[config.mk]
export PLATFORM = sky130hd
export DESIGN_NAME = pe_conv_sched
export DESIGN_NICKNAME = d
export VERILOG_FILES = /design/src/rtl/pe_sched_pkg.sv /design/src/rtl/sched_ofifo.sv /design/src/rtl/pe_conv_sched.sv
export SDC_FILE = /design/constraint.sdc
export NUM_CORES = 1
export LEC_CHECK = 0
export BUFFER_PORTS_ARGS = -buffer_cell sky130_fd_sc_hd__buf_2
export CAP_MARGIN = 20
export CORE_MARGIN = 2
export CORE_UTILIZATION = 30
export CTS_BUF_LIST = sky130_fd_sc_hd__clkbuf_16
export CTS_CLUSTER_SIZE = 30
export DETAILED_ROUTE_END_ITERATION = 7
export PLACE_DENSITY = 0.56
export SKIP_CTS_REPAIR_TIMING = 1
export SYNTH_ARGS = -nofsm -noshare
export SYNTH_HDL_FRONTEND = slang
export SYNTH_SLANG_ARGS = --single-unit
[constraint.sdc]
create_clock -name clk -period 4.5 [get_ports clk]
set_clock_uncertainty 0.15 [all_clocks]
set_input_delay 0.225 -clock clk [delete_from_list [all_inputs] [get_ports clk]]
set_output_delay 0.225 -clock clk [all_outputs]
set_load 0.005 [all_outputs]
[src/rtl/pe_sched_pkg.sv]
// Shared widths, FIFO depth and FSM states for the convolution PE sequencer.
package pe_sched_pkg;

  localparam int PIX_W      = 8;
  localparam int W_W        = 8;
  localparam int PO_W       = 11;
  localparam int M_W        = 16;
  localparam int FIFO_DEPTH = 2;

  typedef enum logic [1:0] {
    IDLE,
    RUN,
    DRAIN
  } state_t;

  function automatic logic [M_W-1:0] sext_po(input logic [PO_W-1:0] x);
    return {{(M_W-PO_W){x[PO_W-1]}}, x};
  endfunction

endpackage

[src/rtl/sched_ofifo.sv]
// Two-entry synchronous result FIFO; a push while full is accepted only
// when a pop frees the head slot in the same cycle.
module sched_ofifo
  import pe_sched_pkg::*;
#(
  parameter int WIDTH = M_W + 1
) (
  input  logic             clk,
  input  logic             rstn,
  input  logic             push,
  input  logic [WIDTH-1:0] wdata,
  input  logic             pop,
  output logic [WIDTH-1:0] rdata,
  output logic [1:0]       count,
  output logic             full,
  output logic             empty
);

  logic [WIDTH-1:0] mem [FIFO_DEPTH];
  logic             wr_ptr;
  logic             rd_ptr;
  logic             do_push;
  logic             do_pop;

  assign full    = (count == 2'(FIFO_DEPTH));
  assign empty   = (count == 2'd0);
  assign do_pop  = pop && !empty;
  assign do_push = push && (!full || do_pop);
  assign rdata   = mem[rd_ptr];

  always_ff @(posedge clk) begin
    if (!rstn) begin
      for (int i = 0; i < FIFO_DEPTH; i++) mem[i] <= '0;
      wr_ptr <= 1'b0;
      rd_ptr <= 1'b0;
      count  <= 2'd0;
    end else begin
      if (do_push) begin
        mem[wr_ptr] <= wdata;
        wr_ptr      <= ~wr_ptr;
      end
      if (do_pop) rd_ptr <= ~rd_ptr;
      count <= count + 2'(do_push) - 2'(do_pop);
    end
  end

endmodule

[src/rtl/pe_conv_sched.sv]
// Sequencer for a 3-tap convolution PE: sliding pixel window per row,
// credit-based issue into a 2-deep result FIFO, and frame start/done control.
module pe_conv_sched
  import pe_sched_pkg::*;
#(
  parameter int IMG_W  = 64,
  parameter int ROW_CW = 16
) (
  input  logic              clk,
  input  logic              rstn,
  input  logic              start,
  input  logic [ROW_CW-1:0] cfg_rows,
  input  logic [W_W-1:0]    cfg_w1,
  input  logic [W_W-1:0]    cfg_w2,
  input  logic [W_W-1:0]    cfg_w3,
  output logic              busy,
  output logic              done,
  output logic              err,
  input  logic [PIX_W-1:0]  s_tdata,
  input  logic              s_tvalid,
  output logic              s_tready,
  input  logic              s_tlast,
  output logic [W_W-1:0]    pe_w1,
  output logic [W_W-1:0]    pe_w2,
  output logic [W_W-1:0]    pe_w3,
  output logic [3*PIX_W-1:0] pe_p,
  output logic              pe_p_valid,
  input  logic [PO_W-1:0]   pe_o,
  input  logic              pe_o_valid,
  output logic [M_W-1:0]    m_tdata,
  output logic              m_tvalid,
  input  logic              m_tready,
  output logic              m_tlast
);

  localparam int              COL_W    = $clog2(IMG_W);
  localparam logic [COL_W-1:0] COL_LAST = COL_W'(IMG_W - 1);

  state_t             state, state_next;
  logic [ROW_CW-1:0]  rows_q;
  logic [ROW_CW-1:0]  row;
  logic [COL_W-1:0]   col;
  logic [W_W-1:0]     w1_q, w2_q, w3_q;
  logic [PIX_W-1:0]   px_m2, px_m1;
  logic               inflight;
  logic               inflight_last;
  logic               err_q;
  logic               zero_done_q;

  logic               accept;
  logic               issue;
  logic               last_pix;
  logic               m_pop;
  logic [2:0]         credit_used;

  logic [M_W:0]       fifo_rdata;
  logic [1:0]         fifo_cnt;
  logic               fifo_full;
  logic               fifo_empty;

  assign accept   = s_tvalid && s_tready;
  assign last_pix = (col == COL_LAST) && (row == rows_q - ROW_CW'(1));
  assign issue    = accept && (col >= COL_W'(2));
  assign m_pop    = m_tvalid && m_tready;

  // Every issued triplet must find a FIFO slot one cycle later, since the PE cannot stall.
  assign credit_used = {1'b0, fifo_cnt} + {2'b0, inflight} - {2'b0, m_pop};
  assign s_tready    = (state == RUN) && (credit_used < 3'(FIFO_DEPTH))
                       && !(fifo_full && !m_pop);

  assign busy       = (state != IDLE);
  assign err        = err_q;
  assign pe_w1      = w1_q;
  assign pe_w2      = w2_q;
  assign pe_w3      = w3_q;
  assign pe_p       = {px_m2, px_m1, s_tdata};
  assign pe_p_valid = issue;

  assign m_tvalid = !fifo_empty;
  assign m_tdata  = fifo_rdata[M_W-1:0];
  assign m_tlast  = fifo_rdata[M_W] && !fifo_empty;

  always_ff @(posedge clk) begin
    if (!rstn) state <= IDLE;
    else       state <= state_next;
  end

  always_comb begin
    state_next = state;
    done       = zero_done_q;
    case (state)
      IDLE:  if (start && (cfg_rows != '0)) state_next = RUN;
      RUN:   if (accept && last_pix) state_next = DRAIN;
      DRAIN: if (!inflight && fifo_empty) begin
        state_next = IDLE;
        done       = 1'b1;
      end
      default: state_next = IDLE;
    endcase
  end

  // The window is zeroed at each row end so no triplet ever mixes two rows.
  always_ff @(posedge clk) begin
    if (!rstn) begin
      rows_q        <= '0;
      row           <= '0;
      col           <= '0;
      w1_q          <= '0;
      w2_q          <= '0;
      w3_q          <= '0;
      px_m2         <= '0;
      px_m1         <= '0;
      inflight      <= 1'b0;
      inflight_last <= 1'b0;
      err_q         <= 1'b0;
      zero_done_q   <= 1'b0;
    end else begin
      zero_done_q   <= (state == IDLE) && start && (cfg_rows == '0);
      inflight      <= issue;
      inflight_last <= issue && last_pix;
      if ((state == IDLE) && start) begin
        err_q  <= 1'b0;
        rows_q <= cfg_rows;
        w1_q   <= cfg_w1;
        w2_q   <= cfg_w2;
        w3_q   <= cfg_w3;
        col    <= '0;
        row    <= '0;
        px_m2  <= '0;
        px_m1  <= '0;
      end else if (accept) begin
        if (s_tlast != last_pix) err_q <= 1'b1;
        if (col == COL_LAST) begin
          col   <= '0;
          row   <= row + ROW_CW'(1);
          px_m2 <= '0;
          px_m1 <= '0;
        end else begin
          col   <= col + COL_W'(1);
          px_m2 <= px_m1;
          px_m1 <= s_tdata;
        end
      end
    end
  end

  sched_ofifo #(.WIDTH(M_W + 1)) u_ofifo (
    .clk   (clk),
    .rstn  (rstn),
    .push  (pe_o_valid),
    .wdata ({inflight_last, sext_po(pe_o)}),
    .pop   (m_pop),
    .rdata (fifo_rdata),
    .count (fifo_cnt),
    .full  (fifo_full),
    .empty (fifo_empty)
  );

endmodule

==> run metrics <==
Starting Density=30.3%; drt first pass iters=4; post-synth top area share=34.3%; Post-synth top flop=dfxtp_1; leading area contributor after synthesis=dfxtp_1; Synth Register Bits=113; Die Height=136 um; Netlist cell types=60; power per cell area=440 nW/um^2; Pleak=3.07 nW; initial antenna violation count=1; Max Fanout on Critical Path=21; Crit. End Element=output port; Iteration-0 DRC Markers=180; # DRC=0; final net count=782; Post-synth EDFFs=24; Fin. Hold Viols=0; Post-Syn Area=5190 um^2; top cells by area, synth=dfxtp_1 34%, edfxtp_1 14%, a22o_1 6.2%, and2_1 4.3%, xnor2_1 3.9%; CP required=4120 ps; Synth Area in Compound Gates=13.6%; Adder-Cell Fraction of Synth Area=2.07%; gpl congestion=0.891; core area=17,100 um^2; routed wire length=13.4 mm; Area Overhead vs Synth=38.9%; peak supply drop=311 uV; Worst Hold Class=in2reg; Die X=136 um; status=complete, no violations; number of port buffers=136; clock sink count=113; syn avg cell area=9.76 um^2; global-route wire length before repair=19.9 mm; final period utilization=91.9%; utilization after layout=42.1%; synth cell count leaders=89 x dfxtp_1, 50 x nand2_1, 37 x a22o_1, 37 x nor2_1, 36 x and2_1; Max Cap Violations=0; Slew Limit Headroom=35.2%; DP HPWL=9.14 mm; Max clock buf depth=2; top-count cell post-synth=dfxtp_1; setup TNS=0 ps; maximum number of pins on one net before global-route repair=42; Final Setup Violations=0; die area=18,400 um^2; syn nets=606; Max Clock Freq=242 MHz; Simple-Gate Fraction of Synth Area=21.6%; wire per inst=14.2 um; Final Max Slew Viols=0; Total GRT Usage=14.0%; I/O pin count=137; CTS tree=done; mux contribution to synthesized area=2.58%; Ys Warns=0; Inserted Clock Buffers=17; Cell Rows=48; Mapped Cells=532; Critical Path AT=3760 ps; Via Count=4,481; crit path time final=4140 ps; Final ANT Viol Nets=0; H-tree Lvls=4; post-synthesis sequential area ratio=48.2%; FFs w/ async S/R, synth=0%; Clock transition at path regs=50 ps; critical path type=reg2out; xor/xnor share of the synthesized area=6.91%; root buf cell=clkbuf_16; fraction of layout cells with a size suffix above 1=26.1%; Slew @ Worst Pin=959 ps; main combinational cell family by area after synthesis=simple AND/OR/NAND/NOR gates; RSZ-0062 raised after global routing=no; Worst setup SP type=flop; vias in the first global route=4,117; Via density=4.73; Worst-Skew Late Latency=410 ps; total grt overflow=0
[cells in the final DEF (no fill, tap or decap), types with 18 or more instances in the layout]
cell type / instances
a21oi_1: 23
inv_1: 18
a22o_1: 37
clkbuf_16: 18
xnor2_1: 23
nor2_1: 37
dfxtp_1: 89
nand2_1: 49
and2_1: 36
dlygate4sd3_1: 59
edfxtp_1: 24
buf_2: 136
xor2_1: 18
[critical path, stage by stage (launching register included)]
cell	delay, ps
dfxtp_1	350
inv_1	140
nand2_1	110
and2_1	170
ha_1	270
nor2b_1	140
fa_1	470
nor4bb_1	840
nand2_2	450
a21oi_1	260
buf_2	160
[cells by family (layout without fill, tap and decap cells)]
group / Yosys count / after routing
AND/OR/NAND/NOR: 207 / 207
other: 0 / 2
multiplexers: 12 / 12
flip-flops: 113 / 113
XOR/XNOR: 41 / 41
adder cells (fa/ha/maj): 8 / 8
buffers and inverters: 56 / 245
AO/OA/AOI/OAI: 95 / 95
[worst paths after layout]
kind / startpoint / to / slack [ps] / cells after the start
max: u_ofifo.count[1] / pe_p_valid / 360 / 10
min: s_tlast / err / 30 / 4
max reg2reg: u_ofifo.count[1] / col[3] / 590 / 11
min reg2reg: px_m2[7] / px_m2[7] / 310 / 2
[routing by layer]
layer	wire length [um]	global-route usage (%)	vias up	part of all wire (%)
li1	-	-	2232	-
met2	6410	22.0	139	48
met3	753	4.56	19	5.6
met1	6000	17.4	2091	45
met5	0	0	-	0
met4	279	7.00	0	2.1
[power breakdown]
part           internal, mW  switching, mW
logic                 0.273          0.276
clock network          1.00          0.455
registers              1.11         0.0588
[registers in the layout, indices dropped and copies added (netlist names), 2 cells and up, named ones only]
register,flops
col,6
pe_w1,8
pe_w2,8
pe_w3,8
px_m1,8
px_m2,8
row,16
rows_q,16
state,2
u_ofifo.count,2
u_ofifo.mem,24
[area by class of cell]
class	instances	area, um^2
multi-input combinational	363	2430
tap	225	282
antenna	2	5.00
sequential	113	2500
clock inverter	14	195
timing repair buffer	198	1290
clock buffer	18	450
fill	1630	9900
inverter	15	56.3
[through the flow]
stage          hold slack [ps]  power [mW]  std cells  worst slack (ps)  cell area (um^2)
5_1_grt                   28.1        3.33        947              39.3              7210
2_1_floorplan              184        1.53        532              1300              5190
4_1_cts                   -150        3.16        887               186              6610
6_report                  33.7        3.18        948               363              7210
3_5_place_dp               288        1.70        855               620              5970
3_3_place_gp               284        1.68        855               752              5970
(Power assumes the default switching activity.)
